$ cat src/rtl/ex_mdu_if.sv
// rtl/ex_mdu_if.sv - EX-stage to MDU request/result bundle; div0_o present only with MDU_DIV0_FLAG_EN
interface ex_mdu_if #(
   parameter int DATA_W = 32
);
   logic                  start_i;
   logic [2:0]            op_i;
   logic [DATA_W-1:0]     opa_i;
   logic [DATA_W-1:0]     opb_i;
   logic [2*DATA_W-1:0]   hilo_i;
   logic                  annul_i;
   logic                  busy_o;
   logic                  valid_o;
   logic [2*DATA_W-1:0]   result_o;
`ifdef MDU_DIV0_FLAG_EN
   logic                  div0_o;

   modport master (
      output start_i, op_i, opa_i, opb_i, hilo_i, annul_i,
      input  busy_o, valid_o, result_o, div0_o
   );
   modport slave (
      input  start_i, op_i, opa_i, opb_i, hilo_i, annul_i,
      output busy_o, valid_o, result_o, div0_o
   );
`else
   modport master (
      output start_i, op_i, opa_i, opb_i, hilo_i, annul_i,
      input  busy_o, valid_o, result_o
   );
   modport slave (
      input  start_i, op_i, opa_i, opb_i, hilo_i, annul_i,
      output busy_o, valid_o, result_o
   );
`endif
endinterface

$ cat src/rtl/ex_mdu.sv
// rtl/ex_mdu.sv - iterative multiply/MAC/divide unit; MDU_DIV0_FLAG_EN adds the div0_o result flag
module ex_mdu #(
   parameter int DATA_W = 32,
   parameter int CNT_W  = 6
) (
   input  logic     clk,
   input  logic     rst_n,
   ex_mdu_if.slave  mdu
);
   localparam int W = DATA_W;

   typedef enum logic [2:0] {S_IDLE, S_MUL, S_DIV, S_ACC, S_DONE} state_t;

   state_t             state_q, state_d;
   logic [CNT_W-1:0]   cnt_q, cnt_d;
   logic [W-1:0]       b_q, b_d;
   logic [2*W-1:0]     wk_q, wk_d;
   logic [2*W-1:0]     hilo_q, hilo_d;
   logic [2*W-1:0]     res_q, res_d;
   logic               mac_q, mac_d;
   logic               sub_q, sub_d;
   logic               neg_q, neg_d;
   logic               negr_q, negr_d;
   logic               div0_q, div0_d;

   logic               sgn, a_neg, b_neg, is_div_req;
   logic [W-1:0]       a_mag, b_mag;
   logic [W:0]         mul_sum;
   logic [2*W-1:0]     mul_next, prod_s;
   logic [W:0]         div_shift, div_diff;
   logic [W-1:0]       div_rem, quo_s, rem_s;
   logic [2*W-1:0]     div_next;

   always_ff @(posedge clk) begin
      if (!rst_n) begin
         state_q <= S_IDLE;
         cnt_q   <= '0;
         b_q     <= '0;
         wk_q    <= '0;
         hilo_q  <= '0;
         res_q   <= '0;
         mac_q   <= 1'b0;
         sub_q   <= 1'b0;
         neg_q   <= 1'b0;
         negr_q  <= 1'b0;
         div0_q  <= 1'b0;
      end else begin
         state_q <= state_d;
         cnt_q   <= cnt_d;
         b_q     <= b_d;
         wk_q    <= wk_d;
         hilo_q  <= hilo_d;
         res_q   <= res_d;
         mac_q   <= mac_d;
         sub_q   <= sub_d;
         neg_q   <= neg_d;
         negr_q  <= negr_d;
         div0_q  <= div0_d;
      end
   end

   // wk_q holds {partial product} while multiplying and {remainder, dividend/quotient} while dividing
   always_comb begin
      sgn        = ~mdu.op_i[0];
      a_neg      = sgn & mdu.opa_i[W-1];
      b_neg      = sgn & mdu.opb_i[W-1];
      a_mag      = a_neg ? -mdu.opa_i : mdu.opa_i;
      b_mag      = b_neg ? -mdu.opb_i : mdu.opb_i;
      is_div_req = (mdu.op_i[2:1] == 2'b11);

      mul_sum    = {1'b0, wk_q[2*W-1:W]} + (wk_q[0] ? {1'b0, b_q} : {(W+1){1'b0}});
      mul_next   = {mul_sum, wk_q[W-1:1]};
      prod_s     = neg_q ? -mul_next : mul_next;

      div_shift  = {wk_q[2*W-1:W], wk_q[W-1]};
      div_diff   = div_shift - {1'b0, b_q};
      div_rem    = div_diff[W] ? div_shift[W-1:0] : div_diff[W-1:0];
      div_next   = {div_rem, wk_q[W-2:0], ~div_diff[W]};
      quo_s      = neg_q  ? -div_next[W-1:0]     : div_next[W-1:0];
      rem_s      = negr_q ? -div_next[2*W-1:W]   : div_next[2*W-1:W];
   end

   always_comb begin
      state_d = state_q;
      cnt_d   = cnt_q;
      b_d     = b_q;
      wk_d    = wk_q;
      hilo_d  = hilo_q;
      res_d   = res_q;
      mac_d   = mac_q;
      sub_d   = sub_q;
      neg_d   = neg_q;
      negr_d  = negr_q;
      div0_d  = div0_q;

      if (mdu.annul_i && state_q != S_IDLE) begin
         state_d = S_IDLE;
      end else begin
         case (state_q)
            S_IDLE: begin
               if (mdu.start_i && !mdu.annul_i) begin
                  b_d    = b_mag;
                  wk_d   = {{W{1'b0}}, a_mag};
                  hilo_d = mdu.hilo_i;
                  cnt_d  = CNT_W'(W - 1);
                  mac_d  = (mdu.op_i[2:1] == 2'b01) || (mdu.op_i[2:1] == 2'b10);
                  sub_d  = mdu.op_i[2];
                  neg_d  = a_neg ^ b_neg;
                  negr_d = a_neg;
                  div0_d = 1'b0;
                  if (is_div_req && mdu.opb_i == '0) begin
                     res_d   = {mdu.opa_i, {W{1'b1}}};
                     div0_d  = 1'b1;
                     state_d = S_DONE;
                  end else if (is_div_req) begin
                     state_d = S_DIV;
                  end else begin
                     state_d = S_MUL;
                  end
               end
            end
            S_MUL: begin
               wk_d = mul_next;
               if (cnt_q == '0) begin
                  if (mac_q) begin
                     wk_d    = prod_s;
                     state_d = S_ACC;
                  end else begin
                     res_d   = prod_s;
                     state_d = S_DONE;
                  end
               end else begin
                  cnt_d = cnt_q - 1'b1;
               end
            end
            S_DIV: begin
               wk_d = div_next;
               if (cnt_q == '0) begin
                  res_d   = {rem_s, quo_s};
                  state_d = S_DONE;
               end else begin
                  cnt_d = cnt_q - 1'b1;
               end
            end
            S_ACC: begin
               res_d   = sub_q ? (hilo_q - wk_q) : (hilo_q + wk_q);
               state_d = S_DONE;
            end
            S_DONE: begin
               state_d = S_IDLE;
            end
            default: state_d = S_IDLE;
         endcase
      end
   end

   assign mdu.busy_o   = (state_q == S_MUL) || (state_q == S_DIV) || (state_q == S_ACC);
   assign mdu.valid_o  = (state_q == S_DONE);
   assign mdu.result_o = res_q;
`ifdef MDU_DIV0_FLAG_EN
   assign mdu.div0_o   = (state_q == S_DONE) && div0_q;
`endif
endmodule

$ cat src/flat_wrapper.sv
// flat-port wrapper written by rule: the top's interface ports become plain ports
module ex_mdu_flat 
#(
   parameter int DATA_W = 32,
   parameter int CNT_W  = 6
)
  (clk, rst_n, mdu_start_i, mdu_op_i, mdu_opa_i, mdu_opb_i, mdu_hilo_i, mdu_annul_i, mdu_busy_o, mdu_valid_o, mdu_result_o);
  ex_mdu_if #(.DATA_W(DATA_W)) mdu_i ();
  input  logic clk;
  input  logic rst_n;
  input wire logic [$bits(mdu_i.start_i)-1:0] mdu_start_i;
  input wire logic [$bits(mdu_i.op_i)-1:0] mdu_op_i;
  input wire logic [$bits(mdu_i.opa_i)-1:0] mdu_opa_i;
  input wire logic [$bits(mdu_i.opb_i)-1:0] mdu_opb_i;
  input wire logic [$bits(mdu_i.hilo_i)-1:0] mdu_hilo_i;
  input wire logic [$bits(mdu_i.annul_i)-1:0] mdu_annul_i;
  output wire logic [$bits(mdu_i.busy_o)-1:0] mdu_busy_o;
  output wire logic [$bits(mdu_i.valid_o)-1:0] mdu_valid_o;
  output wire logic [$bits(mdu_i.result_o)-1:0] mdu_result_o;
  assign mdu_i.start_i = mdu_start_i;
  assign mdu_i.op_i = mdu_op_i;
  assign mdu_i.opa_i = mdu_opa_i;
  assign mdu_i.opb_i = mdu_opb_i;
  assign mdu_i.hilo_i = mdu_hilo_i;
  assign mdu_i.annul_i = mdu_annul_i;
  assign mdu_busy_o = mdu_i.busy_o;
  assign mdu_valid_o = mdu_i.valid_o;
  assign mdu_result_o = mdu_i.result_o;
  ex_mdu #(.DATA_W(DATA_W), .CNT_W(CNT_W)) u_core (.clk(clk), .rst_n(rst_n), .mdu(mdu_i));
endmodule
$ cat config.mk
export PLATFORM = sky130hd
export DESIGN_NAME = ex_mdu_flat
export DESIGN_NICKNAME = d
export VERILOG_FILES = /design/src/rtl/ex_mdu_if.sv /design/src/rtl/ex_mdu.sv /design/src/flat_wrapper.sv
export SDC_FILE = /design/constraint.sdc
export NUM_CORES = 1
export LEC_CHECK = 0
export ABC_AREA = 1
export BUFFER_PORTS_ARGS = -buffer_cell sky130_fd_sc_hd__buf_2
export CAP_MARGIN = 5
export CELL_PAD_IN_SITES_DETAIL_PLACEMENT = 1
export CELL_PAD_IN_SITES_GLOBAL_PLACEMENT = 1
export CORE_ASPECT_RATIO = 0.5
export CORE_MARGIN = 1.5
export CORE_UTILIZATION = 46
export DETAILED_ROUTE_END_ITERATION = 10
export PLACE_DENSITY_LB_ADDON = 0.1
export SYNTH_ARGS = -nofsm -noshare
export SYNTH_HDL_FRONTEND = slang
export SYNTH_SLANG_ARGS = --single-unit
$ cat constraint.sdc
create_clock -name clk -period 10.1 [get_ports clk]
set_input_delay 1.515 -clock clk [delete_from_list [all_inputs] [get_ports clk]]
set_output_delay 1.515 -clock clk [all_outputs]
set_load 0.005 [all_outputs]
# Word level (Yosys, flattened, before mapping)
# Index checks and enable logic that the tools add are counted.
# classes
n_eq_ne,13
n_addsub,10
bitwise_logic,7
n_reduce_logical,21
muxes,28
# ops
cell,n
$mux W64,10
$pmux W64 S4,1
$mux W32,6
$pmux W64 S3,1
$neg A32 Y32,4
$add A64 B64 Y64,1
$neg A64 Y64,1
$sub A64 B64 Y64,1
$add A32 B33 Y33,1
$sub A33 B32 Y33,1
$logic_not A32 Y1,1
$mux W3,5
$mux W6,2
$pmux W3 S4,1
$pmux W6 S2,1
$reduce_and A3 Y1,3
$ne A2 B1 Y1 const B,4
$reduce_and A7 Y1,1
$eq A3 B2 Y1 const B,2
$logic_not A6 Y1,1
$reduce_bool A3 Y1,2
$sub A6 B1 Y6 const B,1
$eq A2 B2 Y1 const B,2
$ne A2 B2 Y1 const B,2
other kinds (15),24
# word_totals
out_inout_bits,66
input_bits,135
word_cells,89
regBits,237

# Logic depth before layout (Yosys ltp)
# Gate-level depths: netlist of run 1.
# depth
word_depth,7
depth_mapped,34
depth_no_buf,33

# Least setup slack after synthesis of run 1
# Ideal clock, no wire load.
# synth_path
kind,reg-to-reg
from,register u_core.wk_q[1]
to,"register u_core.res_q[61], in the netlist u_core.mdu.result_o[61]"
setup_time_ps,134
required_time_ps,9966
setup_slack_ps,6086
period_less_slack_ps,4014
stages_incl_launch_ff,32
n_path_buf,0
t_arrival_ps,3880
path_cell_list,dfxtp_1 inv_1 ha_1 inv_1 nor2_1 inv_1 nor2_2 nand3b_1 nor3_1 nand2_1 or4_1 nand2_1 o21ai_0 xnor2_1 ha_1 nand2_1 nor3_1 inv_1 nor2_1 inv_1 nor3_1 nand2_1 inv_1 nor2_1 o21ai_0 nand2_1 nand2_1 nor2_1 nor2_1 nand2_1 nand2_1 a21oi_1
# synth_between
elab_chain_len,5
elab_cells_between_ends,8
classes_between,add/sub (3); mux (5)
# synth_lines
item,line_no,rtl
"start, declared",ex_mdu.sv:17,"logic [2*W-1:0] wk_q, wk_d;"
"start signal, assigned",ex_mdu.sv:51,wk_q <= wk_d;
$neg A64 Y64,ex_mdu.sv:73,prod_s = neg_q ? -mul_next : mul_next;
$mux W64,ex_mdu.sv:73,
$mux W64,ex_mdu.sv:125,if (mac_q) begin
$mux W64,ex_mdu.sv:124,if (cnt_q == '0) begin
$pmux W64 S4 (*),ex_mdu.sv:99,case (state_q)
"end signal, assigned",ex_mdu.sv:53,res_q <= res_d;
"end, declared",ex_mdu.sv:19,"logic [2*W-1:0] res_q, res_d;"
# Mark *: on every way between the ends. The rest lies on a longest branch, timed or not. The select of a mux whose other input is x is not followed.
# A chain may end at the register's enable or synchronous reset.

# Final worst setup path of run 1
# Ends and elaborated chain as after synthesis.

==> results of run 1 <==
-- final cells by class --
cell class,count,area share
Antenna cell,4,0.000336
Sequential cell,237,0.159
Multi-Input combinational cell,3720,0.645
Clock buffer,36,0.0248
Tap cell,768,0.0322
Inverter,706,0.0889
Clock inverter,13,0.00638
Timing Repair Buffer,238,0.0432
-- kinds of logic (layout without fill, tap and decap cells) --
family,count (synthesis),count (layout),synth area share
xor+xnor,160,160,0.0513
flops,237,237,0.174
buf+inv,886,993,0.125
compound gates,1092,1092,0.229
fa+ha+maj,138,138,0.0640
simple gates,2330,2330,0.358
other cells,0,4,0
-- state kept, by name, indices dropped and copies added (netlist names) --
name and count:
u_core.b_q 32, u_core.cnt_q 6, u_core.hilo_q 64, u_core.mac_q 1, u_core.mdu.result_o 64, u_core.neg_q 1
u_core.negr_q 1, u_core.state_q 3, u_core.sub_q 1, u_core.wk_q 64
-- Yosys cell counts (all sizes together) (5+ instances only) --
library cell,count,area [um^2]
nand2,1194,4610
inv,701,2630
nor2,673,2600
o21ai,446,2270
a21oi,370,1900
nand3,253,1290
dfxtp,237,4740
clkbuf,145,544
xor2,137,1200
ha,135,1690
nand4,74,463
a31oi,70,438
nor3,65,335
o211ai,47,353
buf,35,211
o21bai,27,203
o221ai,26,228
nand3b,23,173
or2,23,144
xnor2,23,201
a21o,19,143
o2111ai,18,158
nor4,16,100
o31ai,13,97.6
a41oi,9,78.8
a211oi,8,60.1
o21a,8,60.1
a221oi,7,61.3
a21boi,5,37.5
clkinv,5,18.8
o221a,5,56.3
-- critical path, delay by kind of cell (launching register included) --
family                   cells  cell delay, ps
AND/OR/NAND/NOR             16            3060
AO/OA/AOI/OAI                4            1460
flip-flops                   1             390
buffers and inverters        6             590
adder cells (fa/ha/maj)      2             530
XOR/XNOR                     1             210
-- per-layer routing --
layer / global-route usage / part of all wire / vias to the layer above
li1: - / - / 16000
met1: 0.575 / 0.40 / 17000
met2: 0.700 / 0.42 / 1958
met3: 0.102 / 0.11 / 476
met4: 0.263 / 0.067 / 4
met5: 0 / 0.00019 / -
-- stage by stage --
stage / hold slack [ps] / utilization / instance area [um^2] / worst slack (ps)
6_report: 469 / 0.514 / 29800 / 3740
5_1_grt: 479 / 0.514 / 29800 / 3480
4_1_cts: 468 / 0.514 / 29800 / 4200
3_5_place_dp: 458 / 0.497 / 28900 / 4250
3_3_place_gp: 446 / 0.497 / 28900 / 4350
2_1_floorplan: 431 / - / 27300 / 6090
-- worst paths after layout --
kind / endpoint / slack, ps / cells past startpoint
min reg2reg: u_core.mdu.result_o[55] / 470 / 2
max: u_core.mdu.result_o[61] / 3740 / 29
max reg2reg: u_core.mdu.result_o[61] / 3740 / 29
min: u_core.mdu.result_o[55] / 470 / 2
==> key figures, run 1 <==
CTS
  – CTS tree: done
  – Post-CTS setup buffers: 0
  – Hold_buf cts: 0
  – Worst skew pair latency: 630 ps
  – Clock root buffer: clkbuf_16
  – Post_cts resized: 0
  – CTS Buf Count: 27
  – CTS sink cnt: 237
  – CTS max path bufs: 3
  – Reg clk slew, reported paths: 70 ps
  – H-tree levels: 1

Timing
  – Final period utilization: 0.630
  – Final setup violation count: 0
  – Final Hold Viols: 0
  – Slew Limit Fails: 0
  – Final setup skew: approximately 29 ps
  – Achievable Freq: 157 MHz
  – RSZ-0062 raised after global routing: no
  – Tmin final: 6360 ps
  – TNS Setup: 0 ps
  – Worst slew pin tran: 1300 ps
  – Slew HR: 0.127

Logic synthesis
  – Post-Syn Area per Cell: 5.64 um^2
  – Netlist area before placement: 27300 um^2
  – Asr flop ratio synth: 0
  – Post-synth EDFFs: 0
  – Distinct cells, synth: 64
  – Seq/Total Area, Yosys: 0.174
  – #FFs+latches synth: 237
  – Syn. warnings: 0
  – Post-Syn Nets: 5116
  – Cells after synthesis: roughly 4800
  – Top FF cell, synth: dfxtp_1

Place
  – HPWL after DPL: roughly 110000 um
  – Input/output buffers: 200
  – Placed cell count: 5669
  – GPL Wtd Cong: 1.11

Setup path
  – CP most frequent cell: nor2_1
  – Critical Path AT: 6900 ps
  – Data required time of the worst path: around 11000 ps
  – Critical path startpoint: u_core.wk_q[1]
  – Crit Path Class: reg -> reg
  – Worst r2r src: u_core.wk_q[1]
  – Startpoint types: flip-flop
  – Largest stage delay, worst path: a little over 800 ps
  – Critical path peak fanout: 7
  – Worst path slowest cell: o31ai_1
  – Worst setup EP type: flip-flop

Run status
  – Outcome: completed

Floorplan
  – I/O Pins: ~200
  – Core area: roughly 58000 um^2
  – Die area: 61000 um^2
  – Die width: about 350 um
  – Placement Rows: 62
  – Die Height: around 180 um
  – Initial Utilization: 0.471

Global route
  – GRT Util Overall: 0.451
  – Initial antenna violation count: 3
  – Pin count of the biggest net entering global routing: 101
  – Remaining global-route overflow: 0
  – Vias in the first global route: 35000
  – First-pass GRT wire length: 211000 um

Cells and area
  – Nets@finish: 5203
  – Non-Filler Instances: 5722
  – Share of cells above drive strength 1: 0.0832
  – Multi-input gate area: between 15000 and 20000 um^2
  – Most frequent cells in the layout: nand2_1 (1152), inv_1 (691), nor2_1 (651), o21ai_0 (429), a21oi_1 (361)
  – Area growth from synthesis to layout: 9.05%
  – Storage cell area: 4750 um^2
  – Filler Cell Count: about 8500
  – Commonest non-fill, non-tap cell in the layout: nand2_1

Route
  – Drt total wl: 142000 um
  – DR vias: 35500
  – Avg WL per Cell: 24.8 um
  – Routed Antenna Nets: 0
  – Drt pass-1 iters: 6
  – DRC: 0
  – Vias per inst: approximately 6.2
  – DR iter-0 viols: 4093

Min path
  – Hold Crit Start: u_core.mdu.result_o[55]
  – Hold Path Class: reg -> reg

Flow run
  – Max Cap Viol: 0
Power of run 1 is left out: the tool's default activity adds up to more than one toggle a clock period on the data nets, which glitch-free logic cannot reach.
==> run 2, diff against run 1 <==
- ABC_AREA: 1 -> 0
- CORE_UTILIZATION: 46 -> 45
- clock period: 10.1 -> 6.27 ns (I/O delays scaled with it)
==> run 2 against run 1 <==
Die area fell by 4.6%. Critical path depth fell by 8. Routed wire length fell by 12%. Largest cell class unchanged.
==> key figures, run 2 <==
Run status
  – Outcome: completed

Setup path
  – Critical Path AT: 6480 ps (-420 ps)
  – Critical path startpoint: u_core.wk_q[1]
  – Data required time of the worst path: 6790 ps (-3840 ps)
  – Crit path cell chain: inv_1, ha_1, or3b_2, or3_4, or4_1, nor3b_1, a21oi_1, xnor2_1, ha_1, a21oi_1, o21ai_0, a21oi_1, a31oi_1, a21oi_2, o31a_1, o22ai_1, o21ai_1, mux2i_1, a21oi_1, a211o_1, o31ai_1
  – CP most frequent cell: a21oi_1
  – Worst r2r src: u_core.wk_q[1]
  – Startpoint types: flip-flop
  – Worst path slowest cell: or3b_2
  – Worst setup EP type: flip-flop
  – Worst Path Buf+Inv: 1 (-5)
  – Delay-heaviest family, CP: compound AO/OA/AOI/OAI gates
  – Largest stage delay, worst path: 570 ps (-250 ps)
  – Critical path peak fanout: 7 (unchanged)
  – Crit Path Class: reg -> reg

Timing
  – TNS Setup: 0 ps (unchanged)
  – Slew Limit Fails: 0 (unchanged)
  – Final setup violation count: 0 (unchanged)
  – Tmin final: 5970 ps (-398 ps)
  – Final period utilization: 0.952 (+0.322)
  – Final Hold Viols: 0 (unchanged)
  – Final setup skew: 38.9 ps (+10.3 ps)
  – RSZ-0062 raised after global routing: no
  – Worst hold margin: 445 ps (-24.1 ps)
  – Achievable Freq: 168 MHz (+6.7%)
  – Slew HR: 0.172 (+0.0452)
  – Worst slew pin tran: 1230 ps (-72.5 ps)

Logic synthesis
  – Synth top area cells: dfxtp_1 (19%), xnor2_1 (8.2%), a21oi_1 (8.1%)
  – Distinct cells, synth: 95 (+48%)
  – Post-Syn Nets: 3978 (-22%)
  – Syn. warnings: 0 (unchanged)
  – Post-synth EDFFs: 0 (unchanged)
  – Largest area contributor in the netlist: dfxtp_1
  – Most frequent cells after synthesis: nand2_1 (449), a21oi_1 (411), nor2_1 (371), o21ai_0 (284), xnor2_1 (240)
  – Cells after synthesis: 3705 (-23%)
  – Top-area cell type share of the netlist area: 0.186 (+0.0124)
  – Post-Syn Area per Cell: 6.88 um^2 (+22%)
  – #FFs+latches synth: 237 (unchanged)
  – Netlist area before placement: 25500 um^2 (-6.7%)
  – Top-count cell post-synth: nand2_1
  – Asr flop ratio synth: 0 (unchanged)
  – Top FF cell, synth: dfxtp_1
  – Seq/Total Area, Yosys: 0.186 (+0.0124)

CTS
  – CTS Buf Count: 26 (-3.7%)
  – CTS sink cnt: 237 (unchanged)
  – Reg clk slew, reported paths: 70 ps (about the same)
  – Clock root buffer: clkbuf_16
  – CTS max path bufs: 3 (unchanged)
  – H-tree levels: 1 (unchanged)
  – CTS tree: done
  – Worst skew pair latency: 630 ps (about the same)

Cells and area
  – Area growth from synthesis to layout: 11.6%
  – Most frequent cells in the layout: nand2_1 (449), a21oi_1 (408), nor2_1 (366), o21ai_0 (282), xnor2_1 (240)
  – Nets@finish: 4072 (-22%)
  – Share of cells above drive strength 1: 0.119 (+0.0359)
  – Commonest non-fill, non-tap cell in the layout: nand2_1

Floorplan
  – Die width: 340 um (-2.3%)
  – Die area: 58200 um^2 (-4.6%)
  – Placement Rows: 61 (-1.6%)
  – Initial Utilization: 0.457 (-0.0139)
  – Core area: 55800 um^2 (-3.8%)
  – I/O Pins: 201 (unchanged)
  – Die Height: 171 um (-2.3%)

Global route
  – Initial antenna violation count: 4 (+1)
  – Vias in the first global route: 29200 (-17%)
  – Pin count of the biggest net entering global routing: 86 (-15%)
  – Remaining global-route overflow: 0 (unchanged)
  – First-pass GRT wire length: 185000 um (-12%)
  – GRT Util Overall: 0.413 (-0.0381)

Route
  – Drt pass-1 iters: 6 (unchanged)
  – Drt total wl: 125000 um (-12%)
  – Avg WL per Cell: 27.3 um (+10%)
  – Vias per inst: 6.64 (+7.1%)
  – Routed Antenna Nets: 0 (unchanged)
  – DRC: 0 (unchanged)
  – DR iter-0 viols: 3283 (-20%)
  – DR vias: 30400 (-14%)

Place
  – Input/output buffers: 200 (unchanged)
  – HPWL after DPL: 96400 um (-13%)
  – GPL Wtd Cong: 1.01 (-8.6%)

Power
  – P_leak: 11.4 nW
  – Maximum vdd ir drop: between 0.2 and 0.25 mV
  – PD cells: 321 nW/um^2

Min path
  – Hold Crit Start: u_core.mdu.result_o[33]
  – Hold Path Class: reg -> reg

Flow run
  – Max Cap Viol: 0 (unchanged)
run 2: cell types whose count changed after synthesis, moves of 145 or more:
cell	delta
o21ai_0	-145
nor2_1	-285
nand3_1	-175
inv_1	-594
nand2_1	-706
xnor2_1	+217
run 2: what timing repair did:
item,4_1_cts,5_1_grt
setup endpoints to repair,1,18
buffers inserted,0,1
hold buffers,0,0
resized for setup,1,18
pin swaps,0,2
run 2: per-layer routing:
layer | vias up | share of wire | global-route usage | wire length (um)
met4 | 8 | 0.038 | 0.142 | 4690
met2 | 1575 | 0.43 | 0.643 | 53200
li1 | 13600 | - | - | -
met1 | 14900 | 0.43 | 0.571 | 54000
met3 | 289 | 0.10 | 0.0761 | 12900
met5 | - | 0.00047 | 0 | 59
run 2: path summary, 6_finish.rpt:
path | end | slack (ps) | cells past startpoint
max | u_core.mdu.result_o[62] | 300 | 21
min | u_core.mdu.result_o[33] | 440 | 2
max reg2reg | u_core.mdu.result_o[62] | 300 | 21
min reg2reg | u_core.mdu.result_o[33] | 440 | 2
run 2: worst min-delay path, delay by kind of cell (launching register included):
kind             cells  cell delay, ps
DFF                  1             320
and+or+nand+nor      2              90
run 2: layout make-up:
class / count / area (um^2)
clock inverter: 16 / 196
clock buffer: 31 / 709
timing repair buffer: 327 / 1970
sequential: 237 / 4750
inverter: 102 / 388
antenna: 1 / 2.50
multi-input combinational: 3105 / 19500
fill: 7283 / 27300
tap: 756 / 946
run 2: metrics by stage:
stage | utilization | std cells | instance area [um^2] | total power, mW | setup slack [ps]
floorplan | - | 3705 | 25500 | 5.20 | 457
finish | 0.510 | 4575 | 28500 | 9.13 | 303
global route | 0.510 | 4574 | 28500 | 9.52 | 23.8
global placement | 0.492 | 4526 | 27500 | 7.04 | 235
detailed placement | 0.492 | 4526 | 27500 | 7.15 | 31.5
CTS | 0.509 | 4573 | 28400 | 8.91 | 20.6
run 2: power breakdown:
part	leakage, nW	internal (mW)	switching, mW	total [mW]
Combinational	9.06	1.74	3.75	5.49
Sequential	1.94	1.68	0.217	1.89
Clock	0.438	0.943	0.809	1.75
Total	11.4	4.36	4.77	9.13
run 2: cells by family after synthesis:
logic type	after synthesis	synth area share
fa+ha+maj	138	0.0686
buf+inv	363	0.0544
mux	29	0.0118
xor+xnor	388	0.133
simple gates	1320	0.243
compound gates	1230	0.303
flops	237	0.186
Power figures use the tool's default switching activity.
